==> config.mk <==
export PLATFORM = sky130hd
export DESIGN_NAME = qproc_mcore_ctrl
export DESIGN_NICKNAME = d
export VERILOG_FILES = /design/src/rtl/qproc_mcore_ctrl_pkg.sv /design/src/rtl/qproc_core_fsm.sv /design/src/rtl/qproc_mcore_ctrl.sv
export SDC_FILE = /design/constraint.sdc
export NUM_CORES = 1
export LEC_CHECK = 0
export ABC_CLOCK_PERIOD_IN_PS = 10500
export BUFFER_PORTS_ARGS = -buffer_cell sky130_fd_sc_hd__buf_4
export CAP_MARGIN = 10
export CORE_AREA = 2 2 164 166
export DETAILED_ROUTE_END_ITERATION = 10
export DIE_AREA = 0 0 166 168
export GPL_TIMING_DRIVEN = 0
export HOLD_SLACK_MARGIN = 0.03
export MAX_ROUTING_LAYER = met4
export PLACE_DENSITY_LB_ADDON = 0.08
export SLEW_MARGIN = 20
export SYNTH_ARGS = -nofsm -noshare
export SYNTH_HDL_FRONTEND = slang
export SYNTH_SLANG_ARGS = --single-unit
==> constraint.sdc <==
create_clock -name c_clk_i -period 10.5 [get_ports c_clk_i]
set_clock_uncertainty 0.05 [all_clocks]
set_input_delay 2.1 -clock c_clk_i [delete_from_list [all_inputs] [get_ports c_clk_i]]
set_output_delay 2.1 -clock c_clk_i [all_outputs]
set_load 0.01 [all_outputs]
==> src/rtl/qproc_mcore_ctrl_pkg.sv <==
// qproc_mcore_pkg: core-state codes, opcodes and request priority for the multi-core control unit
package qproc_mcore_pkg;
  typedef enum logic [2:0] {
    C_RST_STOP      = 3'd0,
    C_RST_STOP_WAIT = 3'd1,
    C_RST_RUN       = 3'd2,
    C_RST_RUN_WAIT  = 3'd3,
    C_STOP          = 3'd4,
    C_RUN           = 3'd5,
    C_STEP          = 3'd6
  } core_st_t;
  typedef enum logic [2:0] {REQ_NONE, REQ_STOP, REQ_RUN, REQ_RST_RUN, REQ_RST_STOP, REQ_STEP} req_t;
  localparam logic [2:0] OP_RST_STOP = 3'd0;
  localparam logic [2:0] OP_RST_RUN  = 3'd1;
  localparam logic [2:0] OP_STOP     = 3'd2;
  localparam logic [2:0] OP_RUN      = 3'd3;
  localparam logic [2:0] OP_STEP     = 3'd4;
  function automatic req_t req_pri(input logic stop, input logic run, input logic rst_run,
                                   input logic rst_stop, input logic step);
    return stop ? REQ_STOP : run ? REQ_RUN : rst_run ? REQ_RST_RUN :
           rst_stop ? REQ_RST_STOP : step ? REQ_STEP : REQ_NONE;
  endfunction
endpackage

==> src/rtl/qproc_core_fsm.sv <==
// qproc_core_fsm: one core's control FSM with step counter, flush timeout and time reference
module qproc_core_fsm
  import qproc_mcore_pkg::*;
#(
  parameter int STEP_W = 8,
  parameter int TMO_W  = 16,
  parameter int REF_W  = 48
) (
  input  logic              clk,
  input  logic              rst,
  input  req_t              req,
  input  logic [STEP_W-1:0] step_n,
  input  logic              fifo_full,
  input  logic [TMO_W-1:0]  tmo_lim,
  input  logic              tref_en,
  input  logic              tref_inc,
  input  logic [31:0]       tref_dt,
  output logic              core_rst,
  output logic              core_en,
  output logic [2:0]        core_st,
  output logic              tmo_err,
  output logic              busy,
  output logic [REF_W-1:0]  time_ref
);
  core_st_t st, nxt;
  logic [STEP_W-1:0] step_cnt;
  logic [TMO_W-1:0] tmo_cnt;
  logic in_rst, rst_req, step_go, tmo_hit, tmo_evt;
  assign in_rst  = st == C_RST_STOP || st == C_RST_RUN;
  assign rst_req = req == REQ_RST_RUN || req == REQ_RST_STOP;
  assign step_go = req == REQ_STEP && st == C_STOP;
  assign tmo_hit = tmo_lim != '0 && tmo_cnt == tmo_lim;
  // a timeout only counts as an error when no explicit request overrides the transition
  assign tmo_evt = in_rst && !fifo_full && tmo_hit && (req == REQ_NONE || req == REQ_STEP);
  always_ff @(posedge clk or posedge rst)
    if (rst) st <= C_RST_STOP;
    else st <= nxt;
  always_comb begin
    nxt = st;
    case (st)
      C_RST_STOP:      nxt = fifo_full ? C_RST_STOP_WAIT : tmo_hit ? C_STOP : st;
      C_RST_STOP_WAIT: nxt = fifo_full ? st : C_STOP;
      C_RST_RUN:       nxt = fifo_full ? C_RST_RUN_WAIT : tmo_hit ? C_STOP : st;
      C_RST_RUN_WAIT:  nxt = fifo_full ? st : C_RUN;
      C_STEP:          nxt = (step_cnt <= STEP_W'(1)) ? C_STOP : st;
      default:         nxt = st;
    endcase
    nxt = req == REQ_STOP ? C_STOP : req == REQ_RUN ? C_RUN : req == REQ_RST_RUN ? C_RST_RUN :
          req == REQ_RST_STOP ? C_RST_STOP : step_go ? C_STEP : nxt;
  end
  always_comb begin
    core_rst = in_rst;
    core_en  = st == C_RUN || st == C_STEP;
    core_st  = st;
    busy     = st != C_STOP && st != C_RUN;
  end
  always_ff @(posedge clk or posedge rst)
    if (rst) begin
      step_cnt <= '0;
      tmo_cnt  <= '0;
      tmo_err  <= 1'b0;
      time_ref <= '0;
    end else begin
      step_cnt <= step_go ? (step_n == '0 ? STEP_W'(1) : step_n) :
                  st == C_STEP ? step_cnt - STEP_W'(1) : step_cnt;
      tmo_cnt  <= rst_req ? '0 : (in_rst && !fifo_full) ? tmo_cnt + TMO_W'(1) : tmo_cnt;
      tmo_err  <= rst_req ? 1'b0 : tmo_evt ? 1'b1 : tmo_err;
      time_ref <= core_rst ? '0 : !tref_en ? time_ref :
                  tref_inc ? time_ref + REF_W'(tref_dt) : REF_W'(tref_dt);
    end
endmodule

==> src/rtl/qproc_mcore_ctrl.sv <==
// qproc_mcore_ctrl: per-core command decode, net gating and busy reduction over NCORE core FSMs
module qproc_mcore_ctrl
  import qproc_mcore_pkg::*;
#(
  parameter int NCORE  = 2,
  parameter int STEP_W = 8,
  parameter int TMO_W  = 16,
  parameter int REF_W  = 48
) (
  input  logic                   c_clk_i,
  input  logic                   c_rst_i,
  input  logic                   cmd_vld_i,
  input  logic [2:0]             cmd_op_i,
  input  logic [NCORE-1:0]       cmd_mask_i,
  input  logic [STEP_W-1:0]      step_n_i,
  input  logic                   net_en_i,
  input  logic                   net_start_i,
  input  logic                   net_stop_i,
  input  logic [NCORE-1:0]       fifo_full_i,
  input  logic [TMO_W-1:0]       tmo_lim_i,
  input  logic [NCORE-1:0]       tref_en_i,
  input  logic                   tref_inc_i,
  input  logic [31:0]            tref_dt_i,
  output logic [NCORE-1:0]       core_rst_o,
  output logic [NCORE-1:0]       core_en_o,
  output logic [3*NCORE-1:0]     core_st_o,
  output logic [NCORE-1:0]       tmo_err_o,
  output logic                   busy_o,
  output logic [REF_W*NCORE-1:0] c_time_ref_o
);
  logic [NCORE-1:0] busy;
  logic net_stop, net_start;
  assign net_stop  = net_en_i && net_stop_i;
  assign net_start = net_en_i && net_start_i;
  for (genvar g = 0; g < NCORE; g++) begin : g_core
    logic hit;
    req_t req;
    assign hit = cmd_vld_i && cmd_mask_i[g];
    assign req = req_pri(hit && cmd_op_i == OP_STOP || net_stop, hit && cmd_op_i == OP_RUN,
                         hit && cmd_op_i == OP_RST_RUN || net_start,
                         hit && cmd_op_i == OP_RST_STOP, hit && cmd_op_i == OP_STEP);
    qproc_core_fsm #(.STEP_W(STEP_W), .TMO_W(TMO_W), .REF_W(REF_W)) u_fsm (
      .clk      (c_clk_i),
      .rst      (c_rst_i),
      .req      (req),
      .step_n   (step_n_i),
      .fifo_full(fifo_full_i[g]),
      .tmo_lim  (tmo_lim_i),
      .tref_en  (tref_en_i[g]),
      .tref_inc (tref_inc_i),
      .tref_dt  (tref_dt_i),
      .core_rst (core_rst_o[g]),
      .core_en  (core_en_o[g]),
      .core_st  (core_st_o[3*g +: 3]),
      .tmo_err  (tmo_err_o[g]),
      .busy     (busy[g]),
      .time_ref (c_time_ref_o[REF_W*g +: REF_W])
    );
  end
  assign busy_o = |busy;
endmodule

==> results.yml, run 1 <==
clock_tree:
  worstSkewPairLatency_ns: 0.44
  post_cts.repair.setup_buffers: 0
  root_buffer: "clkbuf_16"
  hold_buffers: 0
  post_cts_resized: 0
  htree_levels: 4
  numCtsBuffers: 17
  clock-sinks: 152
  cts.clk_slew.worst_paths_ns: 0.07
  cts_tree: "built"
  cts_buffer_depth: 2
global_routing:
  antenna_found_initial: 1
  grt_use_total: 0.285
  grt_max_degree: 99
  first_global_vias: 10900
  grt.overflow.total: 0
  grt_pass1_wl_um: 61500
synth:
  synth_edf_count: 0
  synth-main-ff-cell: "dfrtp_1"
  seq_area_frac_synth: 0.328
  syn-num-nets: 1542
  synthArstFlopShare: 1.00
  ys_ff_latch: 152
  yosys.area.top_type_share: 0.328
  yosys.area.top_type: "dfrtp_1"
  postSynthCellCount: 1398
  syn_avg_cell_area_um2: 8.30
  synth_area_leaders: "dfrtp_1, ha_1, a21oi_1"
  ys_types: 78
  yosys_warnings: 0
  syn-cell-area_um2: 11600
floorplanning:
  ios: 181
  rows: 60
  initial_core_util: 0.441
  coreArea_um2: 26400
  chipHeight_um: 168
  fp.dieW_um: 166
  die_area_um2: 27900
sta:
  tightest_slew_ns: 0.938
  worst_slack_ns: 5.33
  hold_viol: 0
  finalCritPeriodShare: 0.493
  fmax_mhz: 193
  setup_viol: 0
  drv_slew: 0
  fin_crit_ns: 5.17
  tns_ns: 0
  slew_headroom: 0.374
  rsz0062_at_grt: "no"
detailed_routing:
  avgViaCountPerCell: 5.95
  firstDrtPassIters: 5
  drtIter0Drc: 1009
  finalWirelength_um: 39000
  routedWlPerCell_um: 20.0
  drc_errors: 0
  ant_nets: 0
  via_count: 11600
final_layout:
  design.final.nets: 1739
  multiInputGateArea_um2: 7380
  fillCellCount: 2544
  drive_gt1_frac: 0.155
  area_growth_syn_to_layout_pct: 20.9
  post-route-cell-area_um2: 14000
  final_cell_mix: "buf_4, dfrtp_1, nand2_1, a21oi_1, nor2_1"
  regArea_um2: 3800
  final_common_cell: "buf_4"
run:
  max_cap_viol_count: 0
worst_setup_path:
  worstSetupEndpointType: "output pin"
  startpoint_type: "flop"
  critPathArrivalTime_ns: 3.02
  required_ns: 8.35
  worstSetupPathType: "flop to output pin"
  crit_fanout: 10
power_and_ir_drop:
  powerDensity_nw_per_um2: 265
  peakVddDrop_mv: 0.110
  p_leak_uw: 0.00643
placement:
  dpl_cell_area_um2: 13400
  gp_congestion: 0.940
  dp.final_hpwl_um: 29200
  pre_cts_slack_ns: 5.10
  port_buffers: 177
outcome:
  outcome: "complete, no violations"
hold_path:
  hp-class: "flop to flop"
[where the power goes]
part	switching, µW	internal (µW)	total (µW)	leakage [µW]
Sequential	181	750	931	0.00200
Combinational	1210	895	2100	0.00413
Clock	300	386	686	0.000308
[sequential cells by signal, indices dropped and copies added (netlist names)]
| name | count |
|---|---|
| g_core.u_fsm.time_ref | 96 |
| g_core.u_fsm.tmo_cnt | 32 |
| g_core.u_fsm.step_cnt | 16 |
| g_core.u_fsm.core_st | 6 |
| g_core.u_fsm.tmo_err | 2 |
[Yosys cell counts, drive strengths merged, types with 5 or more instances]
library cell and instances:
dfrtp 152, a21oi 144, nand2 141, nor2 122
o21ai 114, ha 70, xnor2 64, xor2 55
a31oi 46, clkbuf 41, a21o 38, nand3 38
inv 37, nand4 29, a211oi 26, buf 23
nor3 22, and3 21, nor2b 21, nor4 21
o211ai 17, or3 13, nand2b 12, mux2i 11
o21bai 11, o22ai 8, a221o 7, a21boi 6
o21a 6, or4 6, and2 5, o41ai 5
[metrics by stage]
stage / hold slack, ns / utilization / instances / total power [µW]
after global routing: 0.483 / 0.532 / 1950 / 3980
after global placement: 0.430 / 0.507 / 1916 / 2990
after detailed placement: 0.440 / 0.508 / 1917 / 3010
after floorplan: 0.414 / - / 1398 / 2330
after CTS: 0.456 / 0.532 / 1949 / 3710
final: 0.455 / 0.532 / 1950 / 3720
[worst paths after layout]
path                                             startpoint                      endpoint  slack [ns]  cells past startpoint
worst max-delay path             g_core[0].u_fsm.core_st[2]                 core_rst_o[0]        5.33                      7
max in group asynchronous                           c_rst_i   g_core[0].u_fsm.tmo_cnt[14]        7.89                      3
worst min register to register  g_core[1].u_fsm.step_cnt[7]   g_core[1].u_fsm.step_cnt[7]        0.45                      2
worst max register to register  g_core[0].u_fsm.time_ref[0]  g_core[0].u_fsm.time_ref[46]        6.84                     13
min in group asynchronous                           c_rst_i  g_core[1].u_fsm.time_ref[39]        1.62                      2
worst min-delay path            g_core[1].u_fsm.step_cnt[7]   g_core[1].u_fsm.step_cnt[7]        0.45                      2
[final cells by class]
type / instances / area share
sequential: 152 / 0.271
multi-input combinational: 1145 / 0.526
timing repair buffer: 178 / 0.0967
buffer: 64 / 0.0201
tap: 341 / 0.0304
antenna: 1 / 0.000178
clock inverter: 15 / 0.0146
inverter: 37 / 0.0104
clock buffer: 17 / 0.0303
[kinds of logic after synthesis]
logic type / share of synthesized area
and+or+nand+nor: 0.189
buffers and inverters: 0.0362
AOI/OAI and AO/OA: 0.266
muxes: 0.0124
DFF: 0.328
adders and majority gates: 0.0789
xor gates and xnor gates: 0.0898
[layer usage]
metal	routed length, µm	share of wire	global-route usage
met3	2690	0.069	0.0548
met5	0	0	-
met1	17400	0.45	0.381
met2	17800	0.46	0.437
met4	1130	0.029	0.0949
[worst max-delay path, stage by stage, from the launching register on]
cell	delay, ns
dfrtp_1	0.46
inv_1	0.22
nand2_1	0.21
clkbuf_1	0.32
inv_1	0.31
buf_1	0.72
buf_4	0.23
buf_4	0.11
No activity file was read; power rests on OpenSTA's default activity.
==> inputs of run 2 (changes only) <==
Settings changed: ABC_CLOCK_PERIOD_IN_PS 10500 to 4600.
Clock period 10.5 ns to 4.6 ns, I/O delays scaled along.
==> results.yml, run 2 (synthesis gave the netlist of run 1 again) <==
sta:
  fin_crit_ns: 3.94
  rsz0062_at_grt: "no"
  hold_slack_ns: 0.418
  tns_ns: 0
  drv_slew: 0
  hold_viol: 0
  finalCritPeriodShare: 0.856
  setup_viol: 0
  slew_headroom: 0.388
  fmax_mhz: 254
  tightest_slew_ns: 0.910
final_layout:
  largest_register_ffs: 96
  top_register: "g_core.u_fsm.time_ref"
  area_growth_syn_to_layout_pct: 21.0
  fillCellCount: 2532
  drive_gt1_frac: 0.157
  largestRegisters: "g_core.u_fsm.time_ref: 96 flops, g_core.u_fsm.tmo_cnt: 32 flops, g_core.u_fsm.step_cnt: 16 flops"
  multiInputGateArea_um2: 7380
  final_cell_mix: "buf_4, dfrtp_1, nand2_1, a21oi_1, nor2_1"
  final_common_cell: "buf_4"
  design.final.nets: 1743
  post-route-util: 0.533
  regArea_um2: 3800
  post-route-cell-area_um2: 14000
  antenna_cells: 0
clock_tree:
  root_buffer: "clkbuf_16"
  cts_buffer_depth: 2
  hold_buffers: 0
  numCtsBuffers: 17
  cts_tree: "built"
  clock-sinks: 152
  htree_levels: 4
  worstSkewPairLatency_ns: 0.44
  cts.clk_slew.worst_paths_ns: 0.07
  post_cts.repair.setup_buffers: 0
  post_cts_resized: 0
placement:
  dp.final_hpwl_um: 29700
  dpl_cell_area_um2: 13500
  port_buffers: 177
  gp_congestion: 0.929
worst_setup_path:
  startpoint_type: "flop"
  required_ns: 3.63
  worstSetupEndpointType: "output pin"
  r2r-start: "g_core[0].u_fsm.time_ref[0]"
  crit_fanout: 10
  critPathArrivalTime_ns: 2.97
  rrSetupSlack_ns: 0.99
  worstSetupPathType: "flop to output pin"
  crit_start: "g_core[0].u_fsm.core_st[2]"
  r2r_cells: 13
detailed_routing:
  ant_nets: 0
  met2WireLength_um: 18000
  via_count: 11600
  finalWirelength_um: 39200
  firstDrtPassIters: 8
  met3WireLength_um: 2590
  top_layer_used: "met4"
  avgViaCountPerCell: 5.92
  drc_errors: 0
  routedWlPerCell_um: 20.1
  met1Wirelength_um: 17900
  drtIter0Drc: 848
global_routing:
  first_global_vias: 11100
  grt.overflow.total: 0
  antenna_found_initial: 0
  grt_pass1_wl_um: 61500
  grt_use_total: 0.284
  grt_max_degree: 32
power_and_ir_drop:
  powerDensity_nw_per_um2: 596
  p_leak_uw: 0.00644
  peakVddDrop_mv: 0.259
floorplanning:
  initial_core_util: 0.441
  rows: 60
  ios: 181
  chipHeight_um: 168
  fp.dieW_um: 166
  die_area_um2: 27900
  coreArea_um2: 26400
hold_path:
  hp-class: "primary input to asynchronous set/reset pin"
run:
  max_cap_viol_count: 0
outcome:
  outcome: "complete, no violations"
run 2: path summary, 6_finish.rpt:
check / end
setup / recovery: core_rst_o[0]
hold / removal: g_core[0].u_fsm.time_ref[42]
setup reg to reg: g_core[0].u_fsm.time_ref[46]
hold reg to reg: g_core[1].u_fsm.step_cnt[7]
max in group asynchronous: g_core[1].u_fsm.time_ref[25]
min in group c_clk_i: g_core[1].u_fsm.step_cnt[7]
run 2: layout make-up:
cell class	instances	share of cell area
sequential	152	0.271
inverter	37	0.0102
multi-input combinational	1145	0.526
tap	341	0.0304
timing repair buffer	182	0.102
clock inverter	11	0.00793
buffer	64	0.0200
clock buffer	21	0.0335
run 2: report_power, final:
group	internal, µW	switching, µW	leakage [µW]
Combinational	2050	2750	0.00416
Clock	799	648	0.000281
Sequential	1710	420	0.00200
run 2: critical path: stages (launching register included):
cell and delay, ns:
dfrtp_1 0.45, inv_1 0.22, nand2_1 0.20, clkbuf_1 0.31, inv_1 0.30, buf_1 0.71, buf_4 0.23, buf_4 0.11
run 2: through the flow:
step	total power, µW	setup WS, ns	cells
2_1_floorplan	5310	1.03	1398
3_3_place_gp	6820	0.389	1916
3_5_place_dp	6890	0.373	1921
4_1_cts	8360	0.663	1953
5_1_grt	8990	0.453	1953
6_report	8380	0.661	1953
run 2: metal layers:
| metal | vias to the layer above | track usage |
|---|---|---|
| met3 | 52 | 0.0616 |
| li1 | 5567 | - |
| met4 | 0 | 0.0726 |
| met1 | 5583 | 0.372 |
| met5 | - | - |
| met2 | 361 | 0.450 |
==> inputs of run 3 (changes only) <==
--- a/config.mk
+++ b/config.mk
@@ -9,7 +9,7 @@
 export BUFFER_PORTS_ARGS = -buffer_cell sky130_fd_sc_hd__buf_4
 export CAP_MARGIN = 10
-export CORE_AREA = 2 2 164 166
+export CORE_AREA = 2 2 157 174
 export DETAILED_ROUTE_END_ITERATION = 10
-export DIE_AREA = 0 0 166 168
+export DIE_AREA = 0 0 159 176
 export GPL_TIMING_DRIVEN = 0
 export HOLD_SLACK_MARGIN = 0.03
--- a/constraint.sdc
+++ b/constraint.sdc
@@ -3,3 +3,3 @@
 set_input_delay 0.92 -clock c_clk_i [delete_from_list [all_inputs] [get_ports c_clk_i]]
 set_output_delay 0.92 -clock c_clk_i [all_outputs]
-set_load 0.01 [all_outputs]
+set_load 0.02 [all_outputs]
==> results.yml, run 3 (synthesis gave the netlist of run 1 again) <==
outcome:
  outcome: "complete, no violations"
clock_tree:
  clock-sinks: 152
  htree_levels: 4
  cts.clk_slew.worst_paths_ns: 0.07
  root_buffer: "clkbuf_16"
  hold_buffers: 0
  worstSkewPairLatency_ns: 0.44
  cts_tree: "built"
  numCtsBuffers: 17
  cts_buffer_depth: 2
  post_cts.repair.setup_buffers: 0
  post_cts_resized: 0
global_routing:
  grt_use_total: 0.283
  first_global_vias: 11100
  antenna_found_initial: 0
  grt_max_degree: 32
  grt.overflow.total: 0
  grt_pass1_wl_um: 60800
power_and_ir_drop:
  p_leak_uw: 0.00644
  powerDensity_nw_per_um2: 615
  peakVddDrop_mv: 0.304
detailed_routing:
  ant_nets: 0
  met1Wirelength_um: 16900
  finalWirelength_um: 39000
  top_layer_used: "met4"
  drc_errors: 0
  met3WireLength_um: 2450
  avgViaCountPerCell: 5.87
  met2WireLength_um: 18700
  drtIter0Drc: 909
  routedWlPerCell_um: 19.8
  via_count: 11500
  firstDrtPassIters: 5
final_layout:
  final_common_cell: "buf_4"
  fillCellCount: 2565
  area_growth_syn_to_layout_pct: 21.4
  post-route-cell-area_um2: 14100
  largestRegisters: "g_core.u_fsm.time_ref: 96 flops, g_core.u_fsm.tmo_cnt: 32 flops, g_core.u_fsm.step_cnt: 16 flops"
  drive_gt1_frac: 0.156
  top_register: "g_core.u_fsm.time_ref"
  regArea_um2: 3800
  antenna_cells: 0
  post-route-util: 0.540
  design.final.nets: 1743
  final_cell_mix: "buf_4, dfrtp_1, nand2_1, a21oi_1, nor2_1"
  largest_register_ffs: 96
  layoutNonFillerInstCount: 1964
  multiInputGateArea_um2: 7380
worst_setup_path:
  critPathArrivalTime_ns: 3.01
  worstSetupPathType: "flop to output pin"
  crit_fanout: 10
  r2r_cells: 13
  rrSetupSlack_ns: 0.92
  r2r-start: "g_core[0].u_fsm.time_ref[0]"
  worst_r2r_endpoint: "g_core[0].u_fsm.time_ref[46]"
  worstSetupEndpointType: "output pin"
  startpoint_type: "flop"
  required_ns: 3.63
run:
  max_cap_viol_count: 0
placement:
  pre_cts_slack_ns: 0.336
  dp.final_hpwl_um: 29600
  port_buffers: 177
  dpl_cell_area_um2: 13500
  dp_cells: 1932
  gp_congestion: 0.956
floorplanning:
  die_area_um2: 28000
  coreArea_um2: 26100
  fp.dieW_um: 159
  ios: 181
  initial_core_util: 0.445
  rows: 62
  chipHeight_um: 176
sta:
  tightest_slew_ns: 0.910
  setup_viol: 0
  fmax_mhz: 251
  hold_viol: 0
  finalCritPeriodShare: 0.865
  rsz0062_at_grt: "no"
  fin_crit_ns: 3.98
  slew_headroom: 0.394
  worst_slack_ns: 0.623
  tns_ns: 0
  drv_slew: 0
hold_path:
  hp-class: "primary input to asynchronous set/reset pin"
-- run 3: routing by layer --
layer | GRT usage | vias up
met5 | - | -
met4 | 0.0924 | 0
met3 | 0.0564 | 59
met2 | 0.468 | 325
met1 | 0.348 | 5589
li1 | - | 5559
-- run 3: worst max-delay path by stage --
stage | startpoint | depth (start not counted) | end | slack [ns]
finish | g_core[0].u_fsm.core_st[2] | 7 | core_rst_o[0] | 0.62
global placement | tref_dt_i[0] | 14 | g_core[0].u_fsm.time_ref[44] | 0.33
detailed placement | tref_dt_i[0] | 14 | g_core[0].u_fsm.time_ref[46] | 0.34
global route | g_core[0].u_fsm.core_st[2] | 7 | core_rst_o[0] | 0.46
CTS | g_core[0].u_fsm.core_st[2] | 7 | core_rst_o[0] | 0.63
floorplan | tref_dt_i[0] | 13 | g_core[0].u_fsm.time_ref[42] | 1.03
-- run 3: per-stage QoR --
stage                     power [µW]  hold slack [ns]
after floorplan                 5560            0.414
after global placement          7060            0.429
after detailed placement        7130            0.441
after CTS                       8650            0.408
after global routing            9270            0.428
final                           8670            0.404
-- run 3: power breakdown --
group | switching, µW | internal (µW)
Sequential | 419 | 1710
Combinational | 2980 | 2060
Clock | 609 | 883
-- run 3: area by class of cell --
type / count / area share
inverters: 37 / 0.0101
plain buffers: 64 / 0.0200
repair buffers: 182 / 0.101
well taps: 352 / 0.0313
flip-flops and latches: 152 / 0.270
clock inverters: 11 / 0.0103
clock buffers: 21 / 0.0327
multi-input cells: 1145 / 0.524
-- run 3: worst max-delay path, stage by stage (launching register included) --
cell and delay (ns):
dfrtp_1 0.47, inv_1 0.23, nand2_1 0.19, clkbuf_1 0.31, inv_1 0.29, buf_1 0.72
buf_4 0.23, buf_4 0.13
